<file path="src/rtl/axi4_lite_master_if.sv">
// axi4_lite_master_if: AXI4-Lite bus bundle between a single master and a slave.
// Latency: none (wires only).
// Backpressure: carried by the per-channel VALID/READY pairs.
// Signals: AW (addr/valid/ready), W (data/strb/valid/ready), B (resp/valid/ready),
//          AR (addr/valid/ready), R (data/resp/valid/ready).
interface axi4_lite_master_if #(
  parameter int ADDRESS    = 32,
  parameter int DATA_WIDTH = 32
);
  logic [ADDRESS-1:0]      M_AWADDR;
  logic                    M_AWVALID;
  logic                    M_AWREADY;
  logic [DATA_WIDTH-1:0]   M_WDATA;
  logic [DATA_WIDTH/8-1:0] M_WSTRB;
  logic                    M_WVALID;
  logic                    M_WREADY;
  logic [1:0]              M_BRESP;
  logic                    M_BVALID;
  logic                    M_BREADY;
  logic [ADDRESS-1:0]      M_ARADDR;
  logic                    M_ARVALID;
  logic                    M_ARREADY;
  logic [DATA_WIDTH-1:0]   M_RDATA;
  logic [1:0]              M_RRESP;
  logic                    M_RVALID;
  logic                    M_RREADY;

  modport master (
    output M_AWADDR, M_AWVALID, input M_AWREADY,
    output M_WDATA, M_WSTRB, M_WVALID, input M_WREADY,
    input  M_BRESP, M_BVALID, output M_BREADY,
    output M_ARADDR, M_ARVALID, input M_ARREADY,
    input  M_RDATA, M_RRESP, M_RVALID, output M_RREADY
  );

  modport slave (
    input  M_AWADDR, M_AWVALID, output M_AWREADY,
    input  M_WDATA, M_WSTRB, M_WVALID, output M_WREADY,
    output M_BRESP, M_BVALID, input M_BREADY,
    input  M_ARADDR, M_ARVALID, output M_ARREADY,
    output M_RDATA, M_RRESP, M_RVALID, input M_RREADY
  );
endinterface

</file>
<file path="src/rtl/axi4_lite_master.sv">
// axi4_lite_master: one-outstanding AXI4-Lite master turning cmd requests into bus transactions.
// Latency: 3 cycles acceptance->rsp_valid with zero-wait slave; next cmd accepted in the rsp_valid cycle.
// Backpressure: cmd_ready low while a transaction is in flight; every VALID held with its payload until READY.
// Ports: ACLK, ARESETN (async, active-low); cmd_valid/cmd_ready/cmd_rw/cmd_addr/cmd_wdata/cmd_wstrb request;
//        rsp_valid/rsp_rdata/rsp_resp one-cycle completion; m_axi = AXI4-Lite master modport.
// Option: define AXI_MASTER_TIMEOUT_EN to abort a stalled transaction after TIMEOUT_CYCLES with SLVERR.
module axi4_lite_master #(
  parameter int ADDRESS        = 32,
  parameter int DATA_WIDTH     = 32,
  parameter int TIMEOUT_CYCLES = 256
) (
  input  logic                    ACLK,
  input  logic                    ARESETN,
  input  logic                    cmd_valid,
  output logic                    cmd_ready,
  input  logic                    cmd_rw,
  input  logic [ADDRESS-1:0]      cmd_addr,
  input  logic [DATA_WIDTH-1:0]   cmd_wdata,
  input  logic [DATA_WIDTH/8-1:0] cmd_wstrb,
  output logic                    rsp_valid,
  output logic [DATA_WIDTH-1:0]   rsp_rdata,
  output logic [1:0]              rsp_resp,
  axi4_lite_master_if.master      m_axi
);

  if (TIMEOUT_CYCLES < 1) begin : g_bad_timeout
    $error("axi4_lite_master: TIMEOUT_CYCLES must be at least 1");
  end

  typedef enum logic [2:0] {
    IDLE  = 3'd0,
    WRITE = 3'd1,
    WRESP = 3'd2,
    RADDR = 3'd3,
    RDATA = 3'd4
  } state_t;

  state_t                  state, state_nxt;
  logic                    aw_pend, w_pend;
  logic [ADDRESS-1:0]      addr_q;
  logic [DATA_WIDTH-1:0]   wdata_q;
  logic [DATA_WIDTH/8-1:0] wstrb_q;
  logic                    cmd_acc;
  logic                    aw_hs, w_hs, b_hs, ar_hs, r_hs;
  logic                    timeout;

  // Gating with ARESETN keeps cmd_ready low during reset even though state already reads IDLE.
  assign cmd_ready = ARESETN && (state == IDLE);
  assign cmd_acc   = cmd_valid && cmd_ready;

  // AW and W are tracked by independent pending flags so either may complete first.
  assign aw_hs = aw_pend && m_axi.M_AWREADY;
  assign w_hs  = w_pend && m_axi.M_WREADY;
  assign b_hs  = (state == WRESP) && m_axi.M_BVALID;
  assign ar_hs = (state == RADDR) && m_axi.M_ARREADY;
  assign r_hs  = (state == RDATA) && m_axi.M_RVALID;

  assign m_axi.M_AWVALID = aw_pend;
  assign m_axi.M_AWADDR  = addr_q;
  assign m_axi.M_WVALID  = w_pend;
  assign m_axi.M_WDATA   = wdata_q;
  assign m_axi.M_WSTRB   = wstrb_q;
  assign m_axi.M_BREADY  = (state == WRESP);
  assign m_axi.M_ARVALID = (state == RADDR);
  assign m_axi.M_ARADDR  = addr_q;
  assign m_axi.M_RREADY  = (state == RDATA);

`ifdef AXI_MASTER_TIMEOUT_EN
  localparam int TCW = $clog2(TIMEOUT_CYCLES + 1);

  logic           hs_any;
  logic [TCW-1:0] to_cnt;

  assign hs_any = aw_hs || w_hs || b_hs || ar_hs || r_hs;

  // Counts consecutive busy cycles without any handshake; a handshake restarts the window.
  always_ff @(posedge ACLK or negedge ARESETN) begin
    if (!ARESETN) begin
      to_cnt <= '0;
    end else if ((state == IDLE) || hs_any) begin
      to_cnt <= '0;
    end else begin
      to_cnt <= to_cnt + 1'b1;
    end
  end

  // Fires in the TIMEOUT_CYCLES-th stalled cycle; a handshake in that same cycle wins.
  assign timeout = (state != IDLE) && !hs_any && (to_cnt == TCW'(TIMEOUT_CYCLES - 1));
`else
  assign timeout = 1'b0;
`endif

  always_ff @(posedge ACLK or negedge ARESETN) begin
    if (!ARESETN) begin
      state <= IDLE;
    end else begin
      state <= state_nxt;
    end
  end

  always_comb begin
    state_nxt = state;
    unique case (state)
      IDLE:  if (cmd_acc) state_nxt = cmd_rw ? WRITE : RADDR;
      // Leave once each channel has either already completed or completes this cycle.
      WRITE: if ((!aw_pend || m_axi.M_AWREADY) && (!w_pend || m_axi.M_WREADY)) state_nxt = WRESP;
      WRESP: if (m_axi.M_BVALID) state_nxt = IDLE;
      RADDR: if (m_axi.M_ARREADY) state_nxt = RDATA;
      RDATA: if (m_axi.M_RVALID) state_nxt = IDLE;
      default: state_nxt = IDLE;
    endcase
    if (timeout) state_nxt = IDLE;
  end

  // Command capture and write-channel pending flags.
  always_ff @(posedge ACLK or negedge ARESETN) begin
    if (!ARESETN) begin
      aw_pend <= 1'b0;
      w_pend  <= 1'b0;
      addr_q  <= '0;
      wdata_q <= '0;
      wstrb_q <= '0;
    end else if (timeout) begin
      aw_pend <= 1'b0;
      w_pend  <= 1'b0;
    end else if (cmd_acc) begin
      aw_pend <= cmd_rw;
      w_pend  <= cmd_rw;
      addr_q  <= cmd_addr;
      wdata_q <= cmd_wdata;
      wstrb_q <= cmd_wstrb;
    end else begin
      if (aw_hs) aw_pend <= 1'b0;
      if (w_hs)  w_pend  <= 1'b0;
    end
  end

  // Completion: rsp_valid is a single-cycle pulse following the B/R handshake or a timeout.
  always_ff @(posedge ACLK or negedge ARESETN) begin
    if (!ARESETN) begin
      rsp_valid <= 1'b0;
      rsp_rdata <= '0;
      rsp_resp  <= 2'b00;
    end else begin
      rsp_valid <= 1'b0;
      if (b_hs) begin
        rsp_valid <= 1'b1;
        rsp_rdata <= '0;
        rsp_resp  <= m_axi.M_BRESP;
      end else if (r_hs) begin
        rsp_valid <= 1'b1;
        rsp_rdata <= m_axi.M_RDATA;
        rsp_resp  <= m_axi.M_RRESP;
      end else if (timeout) begin
        rsp_valid <= 1'b1;
        rsp_rdata <= '0;
        rsp_resp  <= 2'b10;
      end
    end
  end

endmodule

</file>
<file path="src/flat_wrapper.sv">
// flat-port wrapper written by rule: the top's interface ports become plain ports
module axi4_lite_master_flat 
#(
  parameter int ADDRESS        = 32,
  parameter int DATA_WIDTH     = 32,
  parameter int TIMEOUT_CYCLES = 256
)
  (ACLK, ARESETN, cmd_valid, cmd_ready, cmd_rw, cmd_addr, cmd_wdata, cmd_wstrb, rsp_valid, rsp_rdata, rsp_resp, m_axi_M_AWADDR, m_axi_M_AWVALID, m_axi_M_AWREADY, m_axi_M_WDATA, m_axi_M_WSTRB, m_axi_M_WVALID, m_axi_M_WREADY, m_axi_M_BRESP, m_axi_M_BVALID, m_axi_M_BREADY, m_axi_M_ARADDR, m_axi_M_ARVALID, m_axi_M_ARREADY, m_axi_M_RDATA, m_axi_M_RRESP, m_axi_M_RVALID, m_axi_M_RREADY);
  axi4_lite_master_if #(.ADDRESS(ADDRESS), .DATA_WIDTH(DATA_WIDTH)) m_axi_i ();
  input  logic ACLK;
  input  logic ARESETN;
  input  logic cmd_valid;
  output logic cmd_ready;
  input  logic cmd_rw;
  input  logic [ADDRESS-1:0] cmd_addr;
  input  logic [DATA_WIDTH-1:0] cmd_wdata;
  input  logic [DATA_WIDTH/8-1:0] cmd_wstrb;
  output logic rsp_valid;
  output logic [DATA_WIDTH-1:0] rsp_rdata;
  output logic [1:0] rsp_resp;
  output wire logic [$bits(m_axi_i.M_AWADDR)-1:0] m_axi_M_AWADDR;
  output wire logic [$bits(m_axi_i.M_AWVALID)-1:0] m_axi_M_AWVALID;
  input wire logic [$bits(m_axi_i.M_AWREADY)-1:0] m_axi_M_AWREADY;
  output wire logic [$bits(m_axi_i.M_WDATA)-1:0] m_axi_M_WDATA;
  output wire logic [$bits(m_axi_i.M_WSTRB)-1:0] m_axi_M_WSTRB;
  output wire logic [$bits(m_axi_i.M_WVALID)-1:0] m_axi_M_WVALID;
  input wire logic [$bits(m_axi_i.M_WREADY)-1:0] m_axi_M_WREADY;
  input wire logic [$bits(m_axi_i.M_BRESP)-1:0] m_axi_M_BRESP;
  input wire logic [$bits(m_axi_i.M_BVALID)-1:0] m_axi_M_BVALID;
  output wire logic [$bits(m_axi_i.M_BREADY)-1:0] m_axi_M_BREADY;
  output wire logic [$bits(m_axi_i.M_ARADDR)-1:0] m_axi_M_ARADDR;
  output wire logic [$bits(m_axi_i.M_ARVALID)-1:0] m_axi_M_ARVALID;
  input wire logic [$bits(m_axi_i.M_ARREADY)-1:0] m_axi_M_ARREADY;
  input wire logic [$bits(m_axi_i.M_RDATA)-1:0] m_axi_M_RDATA;
  input wire logic [$bits(m_axi_i.M_RRESP)-1:0] m_axi_M_RRESP;
  input wire logic [$bits(m_axi_i.M_RVALID)-1:0] m_axi_M_RVALID;
  output wire logic [$bits(m_axi_i.M_RREADY)-1:0] m_axi_M_RREADY;
  assign m_axi_M_AWADDR = m_axi_i.M_AWADDR;
  assign m_axi_M_AWVALID = m_axi_i.M_AWVALID;
  assign m_axi_i.M_AWREADY = m_axi_M_AWREADY;
  assign m_axi_M_WDATA = m_axi_i.M_WDATA;
  assign m_axi_M_WSTRB = m_axi_i.M_WSTRB;
  assign m_axi_M_WVALID = m_axi_i.M_WVALID;
  assign m_axi_i.M_WREADY = m_axi_M_WREADY;
  assign m_axi_i.M_BRESP = m_axi_M_BRESP;
  assign m_axi_i.M_BVALID = m_axi_M_BVALID;
  assign m_axi_M_BREADY = m_axi_i.M_BREADY;
  assign m_axi_M_ARADDR = m_axi_i.M_ARADDR;
  assign m_axi_M_ARVALID = m_axi_i.M_ARVALID;
  assign m_axi_i.M_ARREADY = m_axi_M_ARREADY;
  assign m_axi_i.M_RDATA = m_axi_M_RDATA;
  assign m_axi_i.M_RRESP = m_axi_M_RRESP;
  assign m_axi_i.M_RVALID = m_axi_M_RVALID;
  assign m_axi_M_RREADY = m_axi_i.M_RREADY;
  axi4_lite_master #(.ADDRESS(ADDRESS), .DATA_WIDTH(DATA_WIDTH), .TIMEOUT_CYCLES(TIMEOUT_CYCLES)) u_core (.ACLK(ACLK), .ARESETN(ARESETN), .cmd_valid(cmd_valid), .cmd_ready(cmd_ready), .cmd_rw(cmd_rw), .cmd_addr(cmd_addr), .cmd_wdata(cmd_wdata), .cmd_wstrb(cmd_wstrb), .rsp_valid(rsp_valid), .rsp_rdata(rsp_rdata), .rsp_resp(rsp_resp), .m_axi(m_axi_i));
endmodule
</file>
<file path="config.mk">
export PLATFORM = sky130hd
export DESIGN_NAME = axi4_lite_master_flat
export DESIGN_NICKNAME = d
export VERILOG_FILES = /design/src/rtl/axi4_lite_master_if.sv /design/src/rtl/axi4_lite_master.sv /design/src/flat_wrapper.sv
export SDC_FILE = /design/constraint.sdc
export NUM_CORES = 1
export LEC_CHECK = 0
export ABC_AREA = 1
export BUFFER_PORTS_ARGS = -buffer_cell sky130_fd_sc_hd__buf_4
export CAP_MARGIN = 20
export CORE_MARGIN = 5
export CORE_UTILIZATION = 47
export CTS_CLUSTER_DIAMETER = 30
export DETAILED_ROUTE_END_ITERATION = 8
export GPL_ROUTABILITY_DRIVEN = 0
export GPL_TIMING_DRIVEN = 0
export PLACE_DENSITY = 0.91
export SETUP_SLACK_MARGIN = 0.02
export SYNTH_ARGS = -nofsm -noshare
export SYNTH_HDL_FRONTEND = slang
export SYNTH_SLANG_ARGS = --single-unit
</file>
<file path="constraint.sdc">
create_clock -name ACLK -period 2.2 [get_ports ACLK]
set_input_delay 0.44 -clock ACLK [delete_from_list [all_inputs] [get_ports ACLK]]
set_output_delay 0.44 -clock ACLK [all_outputs]
set_load 0.05 [all_outputs]
</file>
==> results.json, run 1 <==
{
  "grt_max_degree": 57,
  "crit_path_end_kind": "output pin",
  "die_x_um": 108,
  "rsz0062_at_grt": "false",
  "area_growth_pct": 50.8,
  "yosysWarnings": 0,
  "cts_resized": 1,
  "synth_cell_types": 18,
  "crit_family": "buffers and inverters",
  "seqCellArea_um2": 2700,
  "nets": 894,
  "power.density_nw_per_um2": 1840,
  "pin_count": 254,
  "numCtsBuffers": 9,
  "grt_pass1_wl_mm": 21.1,
  "instances_no_fill": 915,
  "post_drt_wl_per_cell_um": 14.9,
  "crit_chain": "buf_6 -> buf_16 -> inv_1 -> nor2_1 -> buf_4",
  "required_ps": 1760,
  "vdd_ir_drop_max_uv": 1360,
  "fin_worst_skew_ps": 18.4,
  "drc": 0,
  "grt_antenna_before_repair": 0,
  "total_power_uw": 12400,
  "htree_levels": 3,
  "hold_viol_final": 0,
  "gr-usage-all-layers_pct": 23.0,
  "drive_gt1_share_pct": 41.2,
  "ctsLongestPathBuffers": 2,
  "rows": 35,
  "firstDrtPassIters": 4,
  "placed_cells": 899,
  "min_period_over_period_pct": 91.7,
  "start_kind": "input pin",
  "synth_top_area_share_pct": 60.5,
  "vias_per_cell": 4.70,
  "yosysSeqAreaShare_pct": 60.5,
  "hpwlAfterDp_mm": 10.9,
  "cap_violations": 0,
  "clk_latency_ps": 350,
  "fillCellCount": 665,
  "syn_inst": 516,
  "cts.sink_count": 108,
  "clk_pin_slew_ps": 110,
  "finalSetupTns_ps": 0,
  "multi_input_area_um2": 1330,
  "worstPathMaxFanout": 56,
  "crit_type": "in -> out",
  "syn_nets": 629,
  "avgSynthCellArea_um2": 8.66,
  "vias": 4297,
  "synth_seq_cells": 108,
  "clock.fmax_mhz": 496,
  "hp-class": "in -> async",
  "power.leakage_uw": 0.00402,
  "grt_pass1_vias": 4293,
  "min_period_ps": 2020,
  "start_util_pct": 48.4,
  "core_um2": 9240,
  "netlist_area_um2": 4470,
  "yosys.area.top_type": "dfrtp_1",
  "io_buffers": 253,
  "grt-ovfl-total": 0,
  "antenna_cells": 0,
  "finalMaxSlewViolations": 0,
  "arrival_ps": 1580,
  "drt_iter0_drc": 206,
  "setup_viol": 0,
  "ant_nets": 0,
  "path_buf_inv": 4,
  "cts_tree": "yes",
  "fp.dieArea_um2": 11600,
  "totalWireLength_mm": 13.6,
  "postCtsHoldBufs": 0,
  "maxSlewHeadroom_pct": 64.8,
  "cts_root_buf": "clkbuf_8",
  "cpPeakStageDelay_ps": 410,
  "slowest_stage": "buf_6",
  "postCtsSetupRepairBufs": 0,
  "worstMarginPinSlew_ps": 529,
  "synth.area.top_cells": "dfrtp_1, nand2_1, buf_4, buf_6, nand3_1",
  "status": "finished clean",
  "die-height_um": 108
}
-- layer usage --
layer	vias up	GRT usage [%]	routed length, µm
met2	217	42.3	7070
met5	-	0	0
met1	2016	25.4	4990
met3	22	7.08	1320
li1	2042	-	-
met4	0	6.40	256
-- synth_stat cells (all sizes together) --
library cell  number
o21ai              2
nand4              1
nand2            322
nand3b             1
nor3               1
nand3              8
clkbuf             5
buf               47
inv               13
nor2               6
and2               1
o22ai              1
dfrtp            108
-- final cells by class --
type | count | share of cell area (%)
well taps | 129 | 2.40
flip-flops and latches | 108 | 40.1
multi-input cells | 343 | 19.8
clock buffers | 12 | 2.15
repair buffers | 254 | 28.6
inverters | 13 | 0.724
plain buffers | 52 | 5.74
clock inverters | 4 | 0.483
-- metrics by stage --
| stage | instance area, µm² | worst slack [ps] | hold WS, ps | utilization (%) |
|---|---|---|---|---|
| after floorplan | 4470 | 415 | 144 | - |
| after global placement | 6530 | -524 | 455 | 70.7 |
| after detailed placement | 6560 | -256 | 463 | 71.0 |
| after CTS | 6740 | 133 | 48.7 | 72.9 |
| after global routing | 6740 | 22.2 | 73.3 | 72.9 |
| final | 6740 | 183 | 35.5 | 72.9 |
-- state kept, by name, indices dropped and copies added (netlist names) --
name and flops:
u_core.rsp_resp 2, u_core.rsp_valid 1, u_core.state 3, u_core.m_axi.M_AWVALID 1
u_core.m_axi.M_WSTRB 4, u_core.m_axi.M_WDATA 32, u_core.m_axi.M_ARADDR 32, u_core.m_axi.M_WVALID 1
u_core.rsp_rdata 32
-- cells in the final DEF, fill, tap and decap left out --
| cell | Yosys | layout |
|---|---|---|
| nand3_1 | 8 | 8 |
| inv_6 | 0 | 1 |
| dfrtp_1 | 108 | 108 |
| nand4_2 | 1 | 1 |
| nor3_2 | 1 | 1 |
| nor2_2 | 1 | 1 |
| nand3b_1 | 1 | 1 |
| clkbuf_8 | 0 | 10 |
| buf_2 | 3 | 3 |
| clkinvlp_4 | 0 | 2 |
| inv_2 | 4 | 4 |
| nand2_1 | 320 | 320 |
| buf_4 | 38 | 290 |
| o21ai_0 | 2 | 2 |
| and2_1 | 1 | 1 |
| o22ai_1 | 1 | 1 |
| buf_16 | 0 | 1 |
| nor2_1 | 5 | 5 |
| clkinv_4 | 0 | 1 |
| inv_1 | 9 | 9 |
| clkbuf_1 | 5 | 7 |
| buf_6 | 6 | 7 |
| nand2_2 | 2 | 2 |
-- final timing paths --
path                       depth (start not counted)  slack (ps)                               endpoint                        startpoint
setup / recovery                                   5         180                              cmd_ready                           ARESETN
hold / removal                                     1          40  u_core.m_axi.M_ARADDR[31]$_DFFE_PN0P_                           ARESETN
setup reg to reg                                   5         610      u_core.m_axi.M_WVALID$_DFFE_PN0P_       u_core.state[1]$_DFFE_PN0P_
hold reg to reg                                    2         480       u_core.rsp_rdata[29]$_DFFE_PN0P_  u_core.rsp_rdata[29]$_DFFE_PN0P_
max in group asynchronous                          2        1500        u_core.rsp_rdata[4]$_DFFE_PN0P_                           ARESETN
min in group ACLK                                  3         270   u_core.m_axi.M_WDATA[24]$_DFFE_PN0P_                     cmd_wdata[24]
-- kinds of logic after synthesis --
kind of cell           share of synthesized area (%)
and+or+nand+nor                                 29.4
DFF                                             60.5
buffers and inverters                           9.74
AOI/OAI and AO/OA                              0.364
-- report_power, final --
group | leakage, µW | switching, µW | total [µW] | internal [µW]
logic | 0.00254 | 5500 | 7860 | 2370
clock network | 0.0000832 | 662 | 1110 | 452
registers | 0.00139 | 621 | 3430 | 2810
total | 0.00402 | 6780 | 12400 | 5630
Power figures use the tool's default switching activity.
==> inputs of run 2 (changes only) <==
--- a/config.mk
+++ b/config.mk
@@ -5,16 +5,15 @@
 export SDC_FILE = /design/constraint.sdc
 export NUM_CORES = 1
 export LEC_CHECK = 0
-export ABC_AREA = 1
 export BUFFER_PORTS_ARGS = -buffer_cell sky130_fd_sc_hd__buf_4
 export CAP_MARGIN = 20
 export CORE_MARGIN = 5
-export CORE_UTILIZATION = 47
+export CORE_UTILIZATION = 48
 export CTS_CLUSTER_DIAMETER = 30
 export DETAILED_ROUTE_END_ITERATION = 8
 export GPL_ROUTABILITY_DRIVEN = 0
 export GPL_TIMING_DRIVEN = 0
-export PLACE_DENSITY = 0.91
+export PLACE_DENSITY = 0.92
 export SETUP_SLACK_MARGIN = 0.02
 export SYNTH_ARGS = -nofsm -noshare
 export SYNTH_HDL_FRONTEND = slang
==> results.json, run 2 <==
{
  "numCtsBuffers": 9,
  "hold_viol_final": 0,
  "ctsLongestPathBuffers": 2,
  "gr-usage-all-layers_pct": 22.3,
  "rsz0062_at_grt": "false",
  "fin_util_pct": 74.7,
  "fillCellCount": 605,
  "clock.fmax_mhz": 513,
  "synth_simple_gate_area_share_pct": 2.62,
  "hp-class": "in -> async",
  "status": "finished clean",
  "cts_root_buf": "clkbuf_8",
  "slowest_stage": "dfrtp_1",
  "path_buf_inv": 1,
  "start_util_pct": 49.4,
  "grt_pass1_wl_mm": 20.1,
  "synth-xor-area-share_pct": 0,
  "yosysWarnings": 0,
  "fin_worst_skew_ps": 13.9,
  "die-height_um": 108,
  "synth_fa_ha_area_share_pct": 0,
  "maxSlewHeadroom_pct": 71.7,
  "arrival_ps": 1510,
  "htree_levels": 3,
  "totalWireLength_mm": 12.9,
  "io_buffers": 253,
  "synth-async-reset-ratio_pct": 100,
  "required_ps": 1760,
  "synth.most_common_cell": "dfrtp_1",
  "firstDrtPassIters": 4,
  "worstMarginPinSlew_ps": 424,
  "min_period_over_period_pct": 88.5,
  "core_um2": 9280,
  "seqCellArea_um2": 2700,
  "yosysSeqAreaShare_pct": 58.9,
  "finalSetupTns_ps": 0,
  "drt_iter0_drc": 114,
  "synth_cell_types": 26,
  "crit_family": "flip-flops",
  "fin_ws_ps": 252,
  "syn_nets": 394,
  "cap_violations": 0,
  "cts_tree": "yes",
  "layout_common_cells": "buf_4, dfrtp_1, mux2_4",
  "yosys.area.top_type": "dfrtp_1",
  "vias": 3328,
  "synth-compound-area-share_pct": 7.50,
  "grt_max_degree": 39,
  "placed_cells": 664,
  "clk_pin_slew_ps": 110,
  "place_ws_ps": -340,
  "avgSynthCellArea_um2": 16.3,
  "min_period_ps": 1950,
  "grt_pass1_vias": 3830,
  "final_common_cell": "buf_4",
  "synth_edf_count": 0,
  "area_growth_pct": 51.2,
  "worstPathMaxFanout": 9,
  "nets": 661,
  "instances_no_fill": 682,
  "synth_ff_type": "dfrtp_1",
  "ant_nets": 0,
  "grt-ovfl-total": 0,
  "synth_top_area_share_pct": 58.9,
  "die_x_um": 108,
  "crit_type": "reg -> out",
  "post_drt_wl_per_cell_um": 19.0,
  "crit_chain": "nor4b_4 -> buf_4",
  "start_kind": "flip-flop",
  "netlist_area_um2": 4590,
  "ys_top_cells_by_count": "dfrtp_1, mux2_4, a22o_1",
  "pin_count": 254,
  "hpwlAfterDp_mm": 10.1,
  "muxShareOfSynthArea_pct": 23.0,
  "synth_seq_cells": 108,
  "synth.area.top_cells": "dfrtp_1, mux2_4, a22o_1, buf_4, buf_6",
  "vias_per_cell": 4.88,
  "antenna_cells": 0,
  "cts.sink_count": 108,
  "finalMaxSlewViolations": 0,
  "crit_path_end_kind": "output pin",
  "fp.dieArea_um2": 11600,
  "clk_latency_ps": 350,
  "r2r_slack_ps": 480,
  "syn_inst": 281,
  "synth_top_family_by_area": "multiplexers",
  "grt_antenna_before_repair": 0,
  "drc": 0,
  "multi_input_area_um2": 1520,
  "cpPeakStageDelay_ps": 490,
  "rows": 35,
  "setup_viol": 0,
  "drive_gt1_share_pct": 70.5
}
run 2: cell count changes in the layout (fill, tap and decap cells not counted), sizes merged, moves of 2 or more:
cell    before  now
a21o         0    2
o21ai        2    0
nand3        8    0
nor2b        0    2
a22o         0   36
nand2      322    1
nor3b        0    2
clkbuf      17   13
mux2         0   70
nor2         6    1
inv         14    2
run 2: cells by family (layout without fill, tap and decap cells):
| group | Yosys count | in the layout |
|---|---|---|
| buf+inv | 49 | 321 |
| mux | 71 | 71 |
| flops | 108 | 108 |
| compound gates | 40 | 40 |
| simple gates | 13 | 13 |
run 2: what timing repair did:
item | CTS | global route
resized for setup | 1 | 0
buffers inserted | 0 | 0
setup endpoints to repair | 1 | 0
hold endpoints to repair | 33 | 0
hold buffers | 1 | 0
run 2: per-stage QoR:
step	cell area, µm²	hold WS, ps
final	6940	53.7
after global routing	6940	44.3
after CTS	6940	52.0
after detailed placement	6680	434
after global placement	6650	465
after floorplan	4590	144
run 2: worst reg2reg max path, delay by kind of cell, from the launching register on:
family | cells | cell delay, ps
buf+inv | 1 | 210
mux | 1 | 320
simple gates | 2 | 590
flops | 1 | 490
run 2: area by class of cell:
class	instances	area share [%]
sequential	108	39.0
timing repair buffer	256	28.6
multi-input combinational	124	21.9
buffer	47	5.14
tap	129	2.33
clock buffer	11	2.04
clock inverter	5	0.884
inverter	2	0.108
run 2: metal layers:
metal  global-route usage, %  part of all wire, %  vias to the layer above
li1                        -                    -                     1501
met1                    23.7                   35                     1625
met2                    41.1                   54                      178
met3                    7.20                  9.4                       24
met4                    8.12                  2.4                        0
met5                       0                    0                        -
run 2: final timing paths:
kind	startpoint	end	cells past startpoint
max	u_core.state[1]$_DFFE_PN0P_	cmd_ready	2
min	ARESETN	u_core.m_axi.M_ARADDR[31]$_DFFE_PN0P_	2
max reg2reg	u_core.state[1]$_DFFE_PN0P_	u_core.m_axi.M_ARADDR[16]$_DFFE_PN0P_	4
min reg2reg	u_core.rsp_resp[0]$_DFFE_PN0P_	u_core.rsp_resp[0]$_DFFE_PN0P_	1
max in group asynchronous	ARESETN	u_core.m_axi.M_ARADDR[13]$_DFFE_PN0P_	2
min in group ACLK	cmd_wdata[29]	u_core.m_axi.M_WDATA[29]$_DFFE_PN0P_	2
Power of run 2 is left out: the tool's default activity adds up to more than one toggle a clock period on the data nets, which glitch-free logic cannot reach.
==> inputs of run 3 (changes only) <==
--- a/config.mk
+++ b/config.mk
@@ -5,15 +5,17 @@
 export SDC_FILE = /design/constraint.sdc
 export NUM_CORES = 1
 export LEC_CHECK = 0
+export ABC_AREA = 1
 export BUFFER_PORTS_ARGS = -buffer_cell sky130_fd_sc_hd__buf_4
 export CAP_MARGIN = 20
 export CORE_MARGIN = 5
-export CORE_UTILIZATION = 48
+export CORE_UTILIZATION = 47
 export CTS_CLUSTER_DIAMETER = 30
+export CTS_CLUSTER_SIZE = 8
 export DETAILED_ROUTE_END_ITERATION = 8
 export GPL_ROUTABILITY_DRIVEN = 0
 export GPL_TIMING_DRIVEN = 0
-export PLACE_DENSITY = 0.92
+export PLACE_DENSITY = 0.91
 export SETUP_SLACK_MARGIN = 0.02
 export SYNTH_ARGS = -nofsm -noshare
 export SYNTH_HDL_FRONTEND = slang
==> constraint.sdc (replaced) <==
create_clock -name ACLK -period 2.2 [get_ports ACLK]
set_input_delay 0.11 -clock ACLK [delete_from_list [all_inputs] [get_ports ACLK]]
set_output_delay 0.11 -clock ACLK [all_outputs]
set_load 0.05 [all_outputs]
==> results.json, run 3 (same netlist as run 1, synthesis figures left out) <==
{
  "grt-ovfl-total": 0,
  "instances_no_fill": 1018,
  "core_um2": 9240,
  "drive_gt1_share_pct": 36.5,
  "crit_type": "reg -> reg",
  "ctsLongestPathBuffers": 2,
  "grt_pass1_wl_mm": 30.0,
  "die-height_um": 108,
  "die_x_um": 108,
  "maxSlewHeadroom_pct": 49.1,
  "post_drt_wl_per_cell_um": 18.9,
  "gr-usage-all-layers_pct": 33.8,
  "drc": 0,
  "fin_util_pct": 84.0,
  "rows": 35,
  "vdd_ir_drop_max_uv": 1420,
  "violations": "hold timing",
  "firstDrtPassIters": 6,
  "ant_nets": 0,
  "vias_per_cell": 5.07,
  "layout_common_cells": "nand2_1, buf_4, dfrtp_1",
  "postCtsSetupRepairBufs": 0,
  "setup_viol": 0,
  "cts.sink_count": 108,
  "power.density_nw_per_um2": 1670,
  "clk_pin_slew_ps": 110,
  "totalWireLength_mm": 19.2,
  "slowest_stage": "dlygate4sd3_1",
  "power.leakage_uw": 0.00444,
  "clk_latency_ps": 360,
  "arrival_ps": 2090,
  "hp-class": "in -> async",
  "start_kind": "flip-flop",
  "min_period_over_period_pct": 84.6,
  "fp.dieArea_um2": 11600,
  "hold_viol_final": 55,
  "crit_family": "buffers and inverters",
  "vias": 5166,
  "final_common_cell": "nand2_1",
  "io_buffers": 253,
  "path_common_cell": "nand3_1",
  "grt_pass1_vias": 5575,
  "area_growth_pct": 73.6,
  "clock.fmax_mhz": 537,
  "reg2reg_depth": 7,
  "cap_violations": 0,
  "path_buf_inv": 2,
  "grt_max_degree": 57,
  "total_power_uw": 13000,
  "nets": 996,
  "worstMarginPinSlew_ps": 764,
  "numCtsBuffers": 9,
  "fin_hold_ws_ps": -181,
  "hpwlAfterDp_mm": 10.9,
  "crit_path_end_kind": "flip-flop",
  "finalMaxSlewViolations": 0,
  "required_ps": 2430,
  "cts_root_buf": "clkbuf_8",
  "cp.depth": 7,
  "drt_iter0_drc": 405,
  "start_util_pct": 48.4,
  "cpPeakStageDelay_ps": 560,
  "min_period_ps": 1860,
  "fin_worst_skew_ps": 12.0,
  "htree_levels": 3,
  "worstPathMaxFanout": 7,
  "status": "complete, but fails checks",
  "crit_chain": "nor2_1 -> nand3_1 -> nand2_2 -> inv_2 -> nand2_1 -> nand3_1 -> dlygate4sd3_1",
  "pin_count": 254,
  "placed_cells": 899,
  "grt_antenna_before_repair": 1,
  "rsz0062_at_grt": "false",
  "cts_tree": "yes"
}
run 3: metrics by stage:
step                      setup TNS, ps  hold WS (ps)  setup slack (ps)  cell area [µm²]
final                                 0          -181               339             7760
after detailed placement              0           216              73.5             6560
after floorplan                       0          -186               415             4470
after global routing                  0          -148               197             7760
after global placement            -8790           304              -194             6530
after CTS                             0          -174               390             7750
run 3: what timing repair did:
action                    CTS  global route
hold endpoints to repair  155            56
gates resized for setup     0             0
hold buffers              101             1
run 3: path summary, 6_finish.rpt:
kind	startpoint	endpoint	slack, ps
hold reg to reg	u_core.rsp_rdata[24]$_DFFE_PN0P_	u_core.rsp_rdata[24]$_DFFE_PN0P_	490
hold / removal	ARESETN	u_core.m_axi.M_ARADDR[31]$_DFFE_PN0P_	-180
setup / recovery	u_core.state[2]$_DFFE_PN0P_	u_core.rsp_resp[1]$_DFFE_PN0P_	340
setup reg to reg	u_core.state[2]$_DFFE_PN0P_	u_core.rsp_resp[1]$_DFFE_PN0P_	340
max in group asynchronous	ARESETN	u_core.rsp_rdata[17]$_DFFE_PN0P_	1640
min in group ACLK	m_axi_M_RRESP[0]	u_core.rsp_resp[0]$_DFFE_PN0P_	20
run 3: cell type report:
cell class                      instances  area [µm²]
Timing Repair Buffer                  356        2950
Sequential cell                       108        2700
Fill cell                             460        1480
Multi-Input combinational cell        343        1330
Buffer                                 52         387
Tap cell                              129         161
Clock buffer                           12         145
Inverter                               13        48.8
Clock inverter                          4        32.5
Antenna cell                            1        2.50
run 3: worst reg2reg max path: stages, from the launching register on:
cell and delay (ps):
dfrtp_1 460, nor2_1 200, nand3_1 170, nand2_2 130
inv_2 90, nand2_1 70, nand3_1 70, dlygate4sd3_1 560
run 3: per-layer routing:
metal	up-vias	track usage [%]	wire length, µm
met2	368	58.4	9630
li1	2253	-	-
met3	93	10.1	1960
met1	2452	38.1	6670
met5	-	0	0
met4	0	16.1	979
run 3: report_power, final:
group	internal [µW]	switching (µW)	total, µW
clock	452	678	1130
sequential	2810	744	3560
combinational	2500	5810	8310
total	5760	7230	13000
